File: src/rtl/dmem_requester.sv
// Initiator side of the data-memory stall handshake: one load/store at a time.
// Latency: alignment/range fault answers 1 cycle after accept; a memory access answers 5 cycles after accept.
// Backpressure: req_ready is high only in IDLE; req_valid outside IDLE is ignored, nothing is queued.
module dmem_requester #(
  parameter logic [31:0] DATA_BASE  = 32'h1000,
  parameter logic [31:0] DATA_LIMIT = 32'h1FFF,
  parameter logic [31:0] LED_ADDR   = 32'h2000,
  parameter int          TIMEOUT    = 16
) (
  input  logic        clk,
  input  logic        rst_n,
  // processor request
  input  logic        req_valid,
  output logic        req_ready,
  input  logic        req_we,
  input  logic [2:0]  req_funct3,
  input  logic [31:0] req_addr,
  input  logic [31:0] req_wdata,
  // processor response
  output logic        resp_valid,
  output logic        resp_err,
  output logic [1:0]  resp_cause,
  output logic [31:0] resp_rdata,
  // data memory pins
  output logic [13:0] mem_addr,
  output logic [31:0] mem_wdata,
  output logic        mem_read,
  output logic        mem_write,
  output logic [3:0]  mem_sign_mask,
  input  logic [31:0] mem_rdata,
  input  logic        mem_stall
);

  typedef enum logic [2:0] {
    S_IDLE    = 3'd0,
    S_ISSUE   = 3'd1,
    S_WAIT_HI = 3'd2,
    S_WAIT_LO = 3'd3,
    S_RESP    = 3'd4,
    S_FAULT   = 3'd5
  } state_t;

  localparam logic [1:0] CAUSE_OK       = 2'b00;
  localparam logic [1:0] CAUSE_MISALIGN = 2'b01;
  localparam logic [1:0] CAUSE_RANGE    = 2'b10;
  localparam logic [1:0] CAUSE_TIMEOUT  = 2'b11;

  // The wait counter starts at 0 on state entry and counts each cycle spent
  // waiting; the edge that would bring it to TIMEOUT is the one that faults.
  localparam logic [4:0] CNT_LAST = 5'(TIMEOUT - 1);
  localparam logic [4:0] CNT_MAX  = 5'h1F;

  state_t      r_state;
  state_t      w_next;
  logic [4:0]  r_cnt;
  logic        r_we;

  logic        r_mem_read;
  logic        r_mem_write;
  logic [13:0] r_mem_addr;
  logic [31:0] r_mem_wdata;
  logic [3:0]  r_mem_sign_mask;

  logic        r_resp_valid;
  logic        r_resp_err;
  logic [1:0]  r_resp_cause;
  logic [31:0] r_resp_rdata;

  logic        w_misaligned;
  logic        w_in_ram;
  logic        w_is_led;
  logic        w_in_range;
  logic [3:0]  w_mask;
  logic [1:0]  w_fault_cause;
  logic        w_cnt_last;
  logic        w_accept;

  assign w_accept   = (r_state == S_IDLE) && req_valid;
  assign w_cnt_last = (r_cnt == CNT_LAST);

  // Alignment check on the incoming request; unsupported widths count as misaligned.
  always_comb begin
    w_misaligned = 1'b0;
    case (req_funct3)
      3'b000, 3'b100: w_misaligned = 1'b0;
      3'b001, 3'b101: w_misaligned = req_addr[0];
      3'b010:         w_misaligned = (req_addr[1:0] != 2'b00);
      default:        w_misaligned = 1'b1;
    endcase
  end

  // Range check: the RAM window, or a word store to the LED register.
  always_comb begin
    w_in_ram   = (req_addr >= DATA_BASE) && (req_addr <= DATA_LIMIT);
    w_is_led   = req_we && (req_funct3 == 3'b010) && (req_addr == LED_ADDR);
    w_in_range = w_in_ram || w_is_led;
  end

  // sign_mask: bit0 always, bit1 half-or-word, bit2 word, bit3 signed load only.
  always_comb begin
    w_mask = 4'b0001;
    case (req_funct3)
      3'b000:  w_mask = {~req_we, 3'b001};
      3'b001:  w_mask = {~req_we, 3'b011};
      3'b010:  w_mask = 4'b0111;
      3'b100:  w_mask = 4'b0001;
      3'b101:  w_mask = 4'b0011;
      default: w_mask = 4'b0001;
    endcase
  end

  // Next-state logic and the fault cause that goes with a FAULT entry.
  always_comb begin
    w_next        = r_state;
    w_fault_cause = CAUSE_OK;
    case (r_state)
      S_IDLE: begin
        if (req_valid) begin
          if (w_misaligned) begin
            w_next        = S_FAULT;
            w_fault_cause = CAUSE_MISALIGN;
          end else if (!w_in_range) begin
            w_next        = S_FAULT;
            w_fault_cause = CAUSE_RANGE;
          end else begin
            w_next = S_ISSUE;
          end
        end
      end
      S_ISSUE: begin
        // A stall already high here is deliberately not sampled.
        w_next = S_WAIT_HI;
      end
      S_WAIT_HI: begin
        if (mem_stall) begin
          w_next = S_WAIT_LO;
        end else if (w_cnt_last) begin
          w_next        = S_FAULT;
          w_fault_cause = CAUSE_TIMEOUT;
        end
      end
      S_WAIT_LO: begin
        if (!mem_stall) begin
          w_next = S_RESP;
        end else if (w_cnt_last) begin
          w_next        = S_FAULT;
          w_fault_cause = CAUSE_TIMEOUT;
        end
      end
      S_RESP:  w_next = S_IDLE;
      S_FAULT: w_next = S_IDLE;
      default: w_next = S_IDLE;
    endcase
  end

  // State register.
  always_ff @(posedge clk or negedge rst_n) begin
    if (!rst_n) begin
      r_state <= S_IDLE;
    end else begin
      r_state <= w_next;
    end
  end

  // Saturating wait counter, cleared whenever a new state is entered.
  always_ff @(posedge clk or negedge rst_n) begin
    if (!rst_n) begin
      r_cnt <= 5'd0;
    end else if (w_next != r_state) begin
      r_cnt <= 5'd0;
    end else if (r_cnt != CNT_MAX) begin
      r_cnt <= r_cnt + 5'd1;
    end
  end

  // Latch the direction of every accepted request, faulted or not.
  always_ff @(posedge clk or negedge rst_n) begin
    if (!rst_n) begin
      r_we <= 1'b0;
    end else if (w_accept) begin
      r_we <= req_we;
    end
  end

  // Memory pins: strobes are a single ISSUE-cycle pulse; address, data and
  // mask load only when an access is actually issued and hold until the next.
  always_ff @(posedge clk or negedge rst_n) begin
    if (!rst_n) begin
      r_mem_read      <= 1'b0;
      r_mem_write     <= 1'b0;
      r_mem_addr      <= 14'd0;
      r_mem_wdata     <= 32'd0;
      r_mem_sign_mask <= 4'd0;
    end else begin
      r_mem_read  <= (r_state == S_IDLE) && (w_next == S_ISSUE) && !req_we;
      r_mem_write <= (r_state == S_IDLE) && (w_next == S_ISSUE) && req_we;
      if ((r_state == S_IDLE) && (w_next == S_ISSUE)) begin
        r_mem_addr      <= req_addr[13:0];
        r_mem_wdata     <= req_we ? req_wdata : 32'd0;
        r_mem_sign_mask <= w_mask;
      end
    end
  end

  // Response: one-cycle strobe on entry to RESP or FAULT; rdata only for good loads.
  always_ff @(posedge clk or negedge rst_n) begin
    if (!rst_n) begin
      r_resp_valid <= 1'b0;
      r_resp_err   <= 1'b0;
      r_resp_cause <= CAUSE_OK;
      r_resp_rdata <= 32'd0;
    end else begin
      r_resp_valid <= (w_next == S_RESP) || (w_next == S_FAULT);
      r_resp_err   <= (w_next == S_FAULT);
      r_resp_cause <= (w_next == S_FAULT) ? w_fault_cause : CAUSE_OK;
      r_resp_rdata <= ((w_next == S_RESP) && !r_we) ? mem_rdata : 32'd0;
    end
  end

  assign req_ready     = (r_state == S_IDLE);
  assign mem_read      = r_mem_read;
  assign mem_write     = r_mem_write;
  assign mem_addr      = r_mem_addr;
  assign mem_wdata     = r_mem_wdata;
  assign mem_sign_mask = r_mem_sign_mask;
  assign resp_valid    = r_resp_valid;
  assign resp_err      = r_resp_err;
  assign resp_cause    = r_resp_cause;
  assign resp_rdata    = r_resp_rdata;

endmodule

File: config.mk
export PLATFORM = sky130hd
export DESIGN_NAME = dmem_requester
export DESIGN_NICKNAME = d
export VERILOG_FILES = /design/src/rtl/dmem_requester.sv
export SDC_FILE = /design/constraint.sdc
export NUM_CORES = 1
export LEC_CHECK = 0
export ABC_AREA = 1
export CELL_PAD_IN_SITES_DETAIL_PLACEMENT = 0
export CELL_PAD_IN_SITES_GLOBAL_PLACEMENT = 1
export CORE_MARGIN = 10
export CORE_UTILIZATION = 32
export CTS_CLUSTER_SIZE = 25
export DETAILED_ROUTE_END_ITERATION = 8
export GPL_TIMING_DRIVEN = 0
export PLACE_DENSITY = 0.9
export SYNTH_ARGS = -nofsm -noshare
export SYNTH_HDL_FRONTEND = slang
export SYNTH_SLANG_ARGS = --single-unit
File: constraint.sdc
create_clock -name clk -period 5.34 [get_ports clk]
set_clock_uncertainty 0.15 [all_clocks]
set_input_delay 0.801 -clock clk [delete_from_list [all_inputs] [get_ports clk]]
set_output_delay 0.801 -clock clk [all_outputs]
set_load 0.01 [all_outputs]
==> run_results.csv <==
group,metric,value,unit
synthesis,synth.area.top_cells,"dfrtp_1, nand2_1, nand4_1",
global_routing,global_route.usage.total,15.15,%
clocking,number_of_buffers_added_by_the_clock_tree_synthesis_step,9,
timing,grt_setup_unrepaired,"false",
layout,fillerInstances,1249,
synthesis,synth-seq-area-share,55.86,%
route,vias_per_cell,4.444,
synthesis,synthesis.instances,515,
timing,worst_slew_margin_rel,62.28,%
layout,net_count_reported_at_finish,825,
run,maxCapViolations,0,
synthesis,postSynthAreaPerCell,8.438,sq um
clocking,cts.sink_count,97,
synthesis,ys_ff_latch,97,
worst_hold_path,timing.hold.worst.class,"input pin to asynchronous set/reset pin",
synthesis,yosys_most_used_dff,"dfrtp_1",
setup_path,worst_setup_path_end_kind,"output pin",
pwr,power_density,404.6,mW/mm^2
global_routing,gr-usage-met2,24.26,%
setup_path,critical_path_max_stage_delay,0.60,ns
global_routing,globalRouteOverflowTotal,0,
global_routing,gr-usage-met3,7.698,%
clocking,cts.hold.buffers_added,0,
setup_path,worst_ep_required_time,4.39,ns
synthesis,number_of_synthesized_flops_with_an_enable_pin,0,
global_routing,use_met1,16.94,%
timing,final-setup-viol-count,0,
synthesis,postSynth.asyncResetShare,100.0,%
global_routing,antenna_found_initial,0,
synthesis,syn-num-nets,622,
floorplanning,core-area,0.01330,sq mm
synthesis,synth_top_area_cell,"dfrtp_1",
pwr,peakVddDrop,199.3,uV
status,outcome,"finished clean",
floorplanning,fp.dieW,136.5,microns
setup_path,timing.critical_path.arrival,1.68,ns
route,detail_route.iter0.violations,141,
layout,final_layout_size_suffix_gt1_share,8.575,%
place,place_hpwl,11010,microns
floorplanning,start_util,32.68,%
place,place_congestion,0.8070,
clocking,clk_pin_slew,0.06,ns
floorplanning,floorplan.rows,42,
global_routing,busiest_metal_layer_after_global_routing,"met2",
route,drt_pre_antenna_iters,5,
layout,antenna_cells_inserted,0,
clocking,post_cts_sizing,0,
timing,worstMarginPinSlew,0.5658,ns
floorplanning,top_level_ports,193,
synthesis,synth-warning-count,0,
layout,regArea,0.002427,sq mm
timing,finalHoldViolCount,0,
clocking,postCtsSetupBuffers,0,
layout,layout-area-overhead-vs-synth,56.58,%
setup_path,worst_path_max_delay_cell,"clkdlybuf4s50_1",
synthesis,synth.lib_cells_used.distinct,29,
setup_path,worst-setup-path-type,"flip-flop to output pin",
timing,whs,0.2929,ns
timing,drv_slew,0,
synthesis,synth.cell_area,0.004345,sq mm
floorplanning,dieHeight,136.5,microns
route,drt_drc_violations_left,0,
global_routing,grt_pass1_wl,22210,microns
setup_path,timing.critical_path.fanout_max,5,
setup_path,timing.critical_path.cells,"nor3_2, clkdlybuf4s50_1",
route,detail_route.wirelength,13890,microns
pwr,leakagePower,3.461,nW
global_routing,largest_net_degree_at_the_start_of_global_routing,57,
layout,layout.cells.most_common_list,"clkdlybuf4s50_1, nand2_1, dfrtp_1",
clocking,clock_latency,0.34,ns
route,detail-route-antenna-nets,0,
timing,final_min_period_over_clock_period,49.34,%
setup_path,critical-path-top-delay-family,"buffers and inverters",
floorplanning,floorplan.die_area,0.01864,sq mm
layout,final_util,51.18,%
place,port-buffer-count,191,
clocking,cts_max_level,3,
clocking,clock_root_buffer,"clkbuf_16",
timing,max_clock_freq,379.6,MHz
global_routing,via_count_of_the_first_global_routing_pass,4177,
layout,most_common_library_cell_in_the_layout_ignoring_fill_and_taps,"clkdlybuf4s50_1",
layout,multi_input_comb_area,0.001456,sq mm
route,vias,3995,
setup_path,setup.worst_path.start_class,"flip-flop",
route,wl_per_cell,15.45,microns
clocking,buffer_depth_of_the_longest_clock_path,2,
clocking,cts_tree,"done",
setup_path,crit_buf_inv,1,
synthesis,synthDominantCellAreaShare,55.86,%
timing,fin_crit,2.635,ns
==> worst paths after layout <==
check	from	to	slack (ns)	cells after the start
max in group asynchronous	rst_n	resp_rdata[28]	4.08	2
min	rst_n	mem_wdata[12]	0.29	1
max	r_state[0]	req_ready	2.71	2
min in group clk	mem_addr[12]	mem_addr[12]	0.32	2
max reg2reg	r_cnt[0]	mem_addr[0]	3.01	11
min reg2reg	mem_addr[12]	mem_addr[12]	0.32	2
==> synth_stat cells (2+ instances only) <==
master	instances
a21oi_1	3
buf_2	13
buf_4	4
buf_6	3
clkbuf_1	6
dfrtp_1	97
ha_1	3
inv_1	80
nand2_1	158
nand2_2	5
nand3_1	10
nand4_1	52
nor2_1	50
nor2_2	10
nor2_4	2
nor3_2	2
o21ai_0	4
xor2_1	2
==> flip-flops by register name, summed over array words and instances, names as in the netlist, 2 cells and up <==
| signal | count |
|---|---|
| resp_cause | 2 |
| r_cnt | 5 |
| resp_rdata | 32 |
| mem_sign_mask | 4 |
| mem_addr | 14 |
| mem_wdata | 32 |
| r_state | 3 |
==> metrics by stage <==
stage	TNS, ns	setup WS (ns)	instance area, sq um	total power (W)	std cells
after global routing	0	2.524	6804	0.002940	899
after floorplan	0	3.245	4345	0.001553	515
after CTS	0	2.663	6804	0.002797	899
final	0	2.705	6804	0.002753	899
after detailed placement	0	2.366	6502	0.002136	883
after global placement	-23.90	-0.2550	6477	0.002109	882
==> logic make-up (layout without fill, tap and decap cells) <==
| logic type | count (synthesis) | count (layout) | synth area share, % |
|---|---|---|---|
| and+or+nand+nor | 292 | 292 | 30.26 |
| buffers and inverters | 108 | 316 | 10.62 |
| DFF | 97 | 97 | 55.86 |
| AOI/OAI and AO/OA | 13 | 13 | 1.987 |
| adders and majority gates | 3 | 3 | 0.8639 |
| xor gates and xnor gates | 2 | 2 | 0.4032 |
==> layer usage <==
layer  vias up  part of all wire (%)
met2       135                    47
met5         -                     0
met3        15                    12
li1       1999                     -
met4         0                   1.7
met1      1846                    39
==> power breakdown <==
group | internal (W) | total [W] | switching (W)
Sequential | 0.000912 | 0.00100 | 0.0000903
Combinational | 0.000523 | 0.00111 | 0.000582
Clock | 0.000368 | 0.000646 | 0.000278
==> final cells by class <==
cell class              count  area share, %
clock buffers              13          4.119
plain buffers              26          2.225
flip-flops and latches     97          35.67
multi-input cells         310          21.40
well taps                 176          3.236
repair buffers            192          28.47
clock inverters             3         0.3126
inverters                  82          4.561
(Power assumes the default switching activity.)
